File: config.mk
export PLATFORM = sky130hd
export DESIGN_NAME = fetch_ctrl_flat
export DESIGN_NICKNAME = d
export VERILOG_FILES = /design/src/rtl/fetch_if.sv /design/src/rtl/fetch_ctrl.sv /design/src/flat_wrapper.sv
export SDC_FILE = /design/constraint.sdc
export NUM_CORES = 1
export LEC_CHECK = 0
export ABC_AREA = 1
export BUFFER_PORTS_ARGS = -buffer_cell sky130_fd_sc_hd__buf_2
export CELL_PAD_IN_SITES_DETAIL_PLACEMENT = 1
export CELL_PAD_IN_SITES_GLOBAL_PLACEMENT = 2
export CORE_MARGIN = 3
export CORE_UTILIZATION = 32
export DETAILED_ROUTE_END_ITERATION = 6
export PLACE_DENSITY_LB_ADDON = 0.2
export SETUP_SLACK_MARGIN = 0.02
export SLEW_MARGIN = 40
export SYNTH_ARGS = -nofsm -noshare
export SYNTH_HDL_FRONTEND = slang
export SYNTH_SLANG_ARGS = --single-unit
File: constraint.sdc
create_clock -name clk -period 7.2 [get_ports clk]
set_input_delay 1.8 -clock clk [delete_from_list [all_inputs] [get_ports clk]]
set_output_delay 1.8 -clock clk [all_outputs]
set_load 0.05 [all_outputs]
File: src/rtl/fetch_if.sv
// Fetch controller bus: instruction-memory handshake, decode output and redirect inputs.
interface fetch_if;
  logic        imem_req;
  logic [31:0] imem_addr;
  logic        imem_ack;
  logic [31:0] imem_rdata;
  logic        inst_valid;
  logic [31:0] inst;
  logic [31:0] inst_pc;
  logic        inst_ready;
  logic        branch_sig;
  logic [15:0] branch_in;
  logic        jump_sig;
  logic [25:0] jump_in;
  logic [31:0] redirect_pc;

  modport master (
    output imem_req, imem_addr, inst_valid, inst, inst_pc,
    input  imem_ack, imem_rdata, inst_ready,
           branch_sig, branch_in, jump_sig, jump_in, redirect_pc
  );

  modport slave (
    input  imem_req, imem_addr, inst_valid, inst, inst_pc,
    output imem_ack, imem_rdata, inst_ready,
           branch_sig, branch_in, jump_sig, jump_in, redirect_pc
  );
endinterface

File: src/rtl/fetch_ctrl.sv
// Instruction-fetch controller: owns the PC, runs the imem req/ack handshake,
// presents fetched words to decode and applies branch/jump redirects.
module fetch_ctrl #(
  parameter logic [31:0] RESET_PC = 32'h0000_0000
) (
  input  logic     clk,
  input  logic     rst,
  fetch_if.master  bus
);

  typedef enum logic [1:0] {IDLE, FETCH, HOLD, DRAIN} state_t;

  state_t      r_state;
  logic [31:0] r_pc;
  logic [31:0] r_addr;
  logic        r_req;
  logic        r_valid;
  logic [31:0] r_inst;
  logic [31:0] r_inst_pc;

  logic        w_redir;
  logic [31:0] w_pc4;
  logic [31:0] w_br_tgt;
  logic [31:0] w_jp_tgt;
  logic [31:0] w_tgt;

  // Branch wins when both redirect pulses arrive together.
  assign w_redir  = bus.branch_sig | bus.jump_sig;
  assign w_pc4    = bus.redirect_pc + 32'd4;
  assign w_br_tgt = w_pc4 + {{14{bus.branch_in[15]}}, bus.branch_in, 2'b00};
  assign w_jp_tgt = {w_pc4[31:28], bus.jump_in, 2'b00};
  assign w_tgt    = bus.branch_sig ? w_br_tgt : w_jp_tgt;

  always_ff @(posedge clk or posedge rst) begin
    if (rst) begin
      r_state   <= IDLE;
      r_pc      <= RESET_PC;
      r_addr    <= RESET_PC;
      r_req     <= 1'b0;
      r_valid   <= 1'b0;
      r_inst    <= 32'd0;
      r_inst_pc <= 32'd0;
    end else begin
      if (w_redir) begin
        r_pc    <= w_tgt;
        r_valid <= 1'b0;
      end
      case (r_state)
        IDLE: begin
          r_state <= FETCH;
          r_req   <= 1'b1;
          r_addr  <= w_redir ? w_tgt : r_pc;
        end
        FETCH: begin
          if (bus.imem_ack) begin
            if (w_redir) begin
              // Wrong-path data: drop it and re-request at the target.
              r_addr <= w_tgt;
            end else begin
              r_inst    <= bus.imem_rdata;
              r_inst_pc <= r_pc;
              r_valid   <= 1'b1;
              r_pc      <= r_pc + 32'd4;
              r_req     <= 1'b0;
              r_state   <= HOLD;
            end
          end else if (w_redir) begin
            // Request is outstanding; address must stay put until ack.
            r_state <= DRAIN;
          end
        end
        HOLD: begin
          if (w_redir) begin
            r_state <= FETCH;
            r_req   <= 1'b1;
            r_addr  <= w_tgt;
          end else if (bus.inst_ready) begin
            r_valid <= 1'b0;
            r_state <= FETCH;
            r_req   <= 1'b1;
            r_addr  <= r_pc;
          end
        end
        DRAIN: begin
          if (bus.imem_ack) begin
            r_state <= FETCH;
            r_addr  <= w_redir ? w_tgt : r_pc;
          end
        end
        default: begin
          r_state <= IDLE;
          r_req   <= 1'b0;
        end
      endcase
    end
  end

  assign bus.imem_req   = r_req;
  assign bus.imem_addr  = r_addr;
  assign bus.inst_valid = r_valid;
  assign bus.inst       = r_inst;
  assign bus.inst_pc    = r_inst_pc;

endmodule
File: src/flat_wrapper.sv
// flat-port wrapper written by rule: the top's interface ports become plain ports
module fetch_ctrl_flat 
#(
  parameter logic [31:0] RESET_PC = 32'h0000_0000
)
  (clk, rst, bus_imem_req, bus_imem_addr, bus_inst_valid, bus_inst, bus_inst_pc, bus_imem_ack, bus_imem_rdata, bus_inst_ready, bus_branch_sig, bus_branch_in, bus_jump_sig, bus_jump_in, bus_redirect_pc);
  fetch_if bus_i ();
  input  logic clk;
  input  logic rst;
  output wire logic [$bits(bus_i.imem_req)-1:0] bus_imem_req;
  output wire logic [$bits(bus_i.imem_addr)-1:0] bus_imem_addr;
  output wire logic [$bits(bus_i.inst_valid)-1:0] bus_inst_valid;
  output wire logic [$bits(bus_i.inst)-1:0] bus_inst;
  output wire logic [$bits(bus_i.inst_pc)-1:0] bus_inst_pc;
  input wire logic [$bits(bus_i.imem_ack)-1:0] bus_imem_ack;
  input wire logic [$bits(bus_i.imem_rdata)-1:0] bus_imem_rdata;
  input wire logic [$bits(bus_i.inst_ready)-1:0] bus_inst_ready;
  input wire logic [$bits(bus_i.branch_sig)-1:0] bus_branch_sig;
  input wire logic [$bits(bus_i.branch_in)-1:0] bus_branch_in;
  input wire logic [$bits(bus_i.jump_sig)-1:0] bus_jump_sig;
  input wire logic [$bits(bus_i.jump_in)-1:0] bus_jump_in;
  input wire logic [$bits(bus_i.redirect_pc)-1:0] bus_redirect_pc;
  assign bus_imem_req = bus_i.imem_req;
  assign bus_imem_addr = bus_i.imem_addr;
  assign bus_inst_valid = bus_i.inst_valid;
  assign bus_inst = bus_i.inst;
  assign bus_inst_pc = bus_i.inst_pc;
  assign bus_i.imem_ack = bus_imem_ack;
  assign bus_i.imem_rdata = bus_imem_rdata;
  assign bus_i.inst_ready = bus_inst_ready;
  assign bus_i.branch_sig = bus_branch_sig;
  assign bus_i.branch_in = bus_branch_in;
  assign bus_i.jump_sig = bus_jump_sig;
  assign bus_i.jump_in = bus_jump_in;
  assign bus_i.redirect_pc = bus_redirect_pc;
  fetch_ctrl #(.RESET_PC(RESET_PC)) u_core (.clk(clk), .rst(rst), .bus(bus_i));
endmodule
==> run metrics <==
#FFs+latches synth about 130; dpl hpwl ~27 mm; Worst-Skew Late Latency roughly 0.43 ns; die width 176 um; yosys warns 0; initial antenna violation count 0; ant diodes 0; Static Leak 5.99 nW; Final min period 4.68 ns; Core Region around 28000 um^2; Fin Setup TNS 0 ns; Area Overhead vs Synth 22.5%; area leader, netlist dfrtp_1; Num Clock Sinks 132; Hold Crit Class reg -> reg; CTS resizes 0; Root Buffer clkbuf_16; Slew @ Worst Pin 0.693 ns; clock skew 0.0135 ns; GRT Util Overall 0.222; IO Port Bufs between 200 and 250; Crit. End Element register; fin. max-slew vios 0; post-synth top area share 0.358; Final Cycle Share 0.650; hold-fix buffers at CTS 0; Worst path slowest cell ha_1; Setup Viol. Count Final 0; post-synth net total 1507; vias in the first global route 9945; Site Rows 61; global route total overflow 0; die footprint ~31000 um^2; setup bufs post-CTS 0; register area share after synthesis 0.358; Die Ht 176 um; Fin Hold WS 0.463 ns; max_slew headroom 0.537; top post-synthesis cells by count nand2_1 (461), inv_1 (147), dfrtp_1 (132), nor2_1 (126), nand3_1 (107); Crit path largest cell delay 0.35 ns; library cells used by synthesis 45; Clock transition at path regs around 0.070 ns; Post-Synthesis Cells ~1400; Synth area leaders dfrtp_1 (36%), nand2_1 (19%), inv_1 (6.0%), nand3_1 (5.8%), ha_1 (5.4%); CP arrival 5.01 ns; CTS tree done; Post-Syn Area per Cell 6.82 um^2; Synth Flop Type dfrtp_1; Total Power ~4.5 mW; power per cell area 395 nW/um^2; maxcap violations 0; H-tree Lvls 4; CTS Buf Count 17; most numerous cell in the Yosys netlist nand2_1; unrepaired setup endpoints after global routing false; iteration count of the initial detailed-routing pass 4; # nets final approximately 1700; ANT nets after route 0; post-DR vias/cell 4.92; FMAX approximately 0.21 GHz; placer congestion estimate 0.914; maximum VDD drop 178 uV; crit-path cells buf_2, ha_1, nand3_1, nor2_1, nand3_1, nor2_1, nand3_1, nor2_1, xnor2_1, inv_1, ha_1, nand2_1, nor3_1, and2_1, and2_1, nand2_1, nand3_1, nand3_1, nand3_1, nor2_1, nor2_1, nor2_1; Post-synth EDFFs 0; DR iter-0 viols 490; layout cells sized above 1 0.184; Setup crit start kind primary input; Netlist Area Pre-Place between 9000 and 10000 um^2; IO Pins 210; worst-path maximum fanout 5; DRC viols 0; WL/cell 17.7 um; Final Hold Violating Endpoints 0; Synth async-reset ratio 1.00; buffer levels on the longest clock path 2; Initial Util 0.329; DRT Wirelength 34.3 mm; CP Class in -> reg; first-pass GRT wire length 54.0 mm; outcome complete, no violations; largest net degree at the start of global routing 91; CP Data Required Time 7.52 ns; Via Count 9561
cell type report:
cell class	count	area [um^2]
clock buffer	18	429
tap	378	473
sequential	132	3300
clock inverter	14	164
multi-input combinational	1030	5190
timing repair buffer	218	1160
inverter	154	586
fill	3682	16800
worst max-delay path, delay by kind of cell:
| kind | cells | cell delay [ns] |
|---|---|---|
| xor+xnor | 1 | 0.15 |
| fa+ha+maj | 2 | 0.55 |
| simple gates | 17 | 2.30 |
| buf+inv | 2 | 0.20 |
final timing paths:
kind | end | start | depth (start not counted) | slack, ns
min | u_core.bus.inst[9]$_DFFE_PP0P_ | u_core.bus.inst[9]$_DFFE_PP0P_ | 2 | 0.46
max | u_core.bus.imem_addr[30]$_DFFE_PP0P_ | bus_redirect_pc[2] | 22 | 2.52
min reg2reg | u_core.bus.inst[9]$_DFFE_PP0P_ | u_core.bus.inst[9]$_DFFE_PP0P_ | 2 | 0.46
max reg2reg | u_core.bus.imem_addr[24]$_DFFE_PP0P_ | u_core.r_state[1]$_DFFE_PP0P_ | 11 | 4.21
min in group asynchronous | u_core.bus.inst[22]$_DFFE_PP0P_ | rst | 2 | 1.48
max in group asynchronous | u_core.r_pc[27]$_DFF_PP0_ | rst | 3 | 4.65
per-stage QoR:
stage | area (um^2) | utilization | setup slack [ns] | cells
after global routing | 11300 | 0.403 | 2.02 | 1944
after global placement | 10700 | 0.379 | 2.16 | 1910
after CTS | 11300 | 0.403 | 2.51 | 1944
after floorplan | 9230 | - | 1.87 | 1354
after detailed placement | 10700 | 0.381 | 2.06 | 1912
final | 11300 | 0.403 | 2.52 | 1944
cells in the final DEF (no fill, tap or decap), types with 5 or more instances in the layout:
| cell type | Yosys | layout |
|---|---|---|
| nand2_1 | 461 | 461 |
| buf_2 | 10 | 209 |
| inv_1 | 147 | 146 |
| dfrtp_1 | 132 | 132 |
| nor2_1 | 126 | 125 |
| nand3_1 | 107 | 107 |
| o21ai_0 | 68 | 68 |
| a21oi_1 | 57 | 57 |
| ha_1 | 40 | 40 |
| xor2_1 | 29 | 29 |
| nand4_1 | 22 | 22 |
| o211ai_1 | 18 | 18 |
| xnor2_1 | 17 | 17 |
| clkbuf_16 | 0 | 17 |
| nor3_1 | 16 | 16 |
| or2_2 | 9 | 9 |
| a31oi_1 | 7 | 7 |
| inv_6 | 0 | 7 |
| o21bai_1 | 6 | 6 |
| nor2_4 | 4 | 5 |
| inv_2 | 5 | 5 |
| buf_4 | 0 | 5 |
registers in the layout (all words and copies together), names as in the netlist:
name / flops
u_core.bus.imem_addr: 32
u_core.bus.inst: 32
u_core.bus.inst_pc: 32
u_core.r_pc: 32
u_core.r_state: 2
u_core.bus.imem_req: 1
u_core.bus.inst_valid: 1
routing by layer:
| layer | wire length (um) | up-vias | GRT usage |
|---|---|---|---|
| met3 | 1220 | 28 | 0.0275 |
| met2 | 16900 | 192 | 0.398 |
| met5 | 0 | - | 0 |
| met4 | 601 | 0 | 0.0528 |
| met1 | 15600 | 4593 | 0.285 |
| li1 | - | 4748 | - |
cells by family after synthesis:
family          Yosys count  synth area share
compound gates          174             0.107
xor+xnor                 46            0.0436
simple gates            768             0.354
flops                   132             0.358
buf+inv                 192            0.0805
mux                       1           0.00108
fa+ha+maj                41            0.0564
power breakdown:
group	total, mW	internal [mW]	switching [mW]
clock network	0.879	0.520	0.359
logic	2.33	0.532	1.80
registers	1.26	1.06	0.199
total	4.47	2.11	2.36
Power figures use the tool's default switching activity.
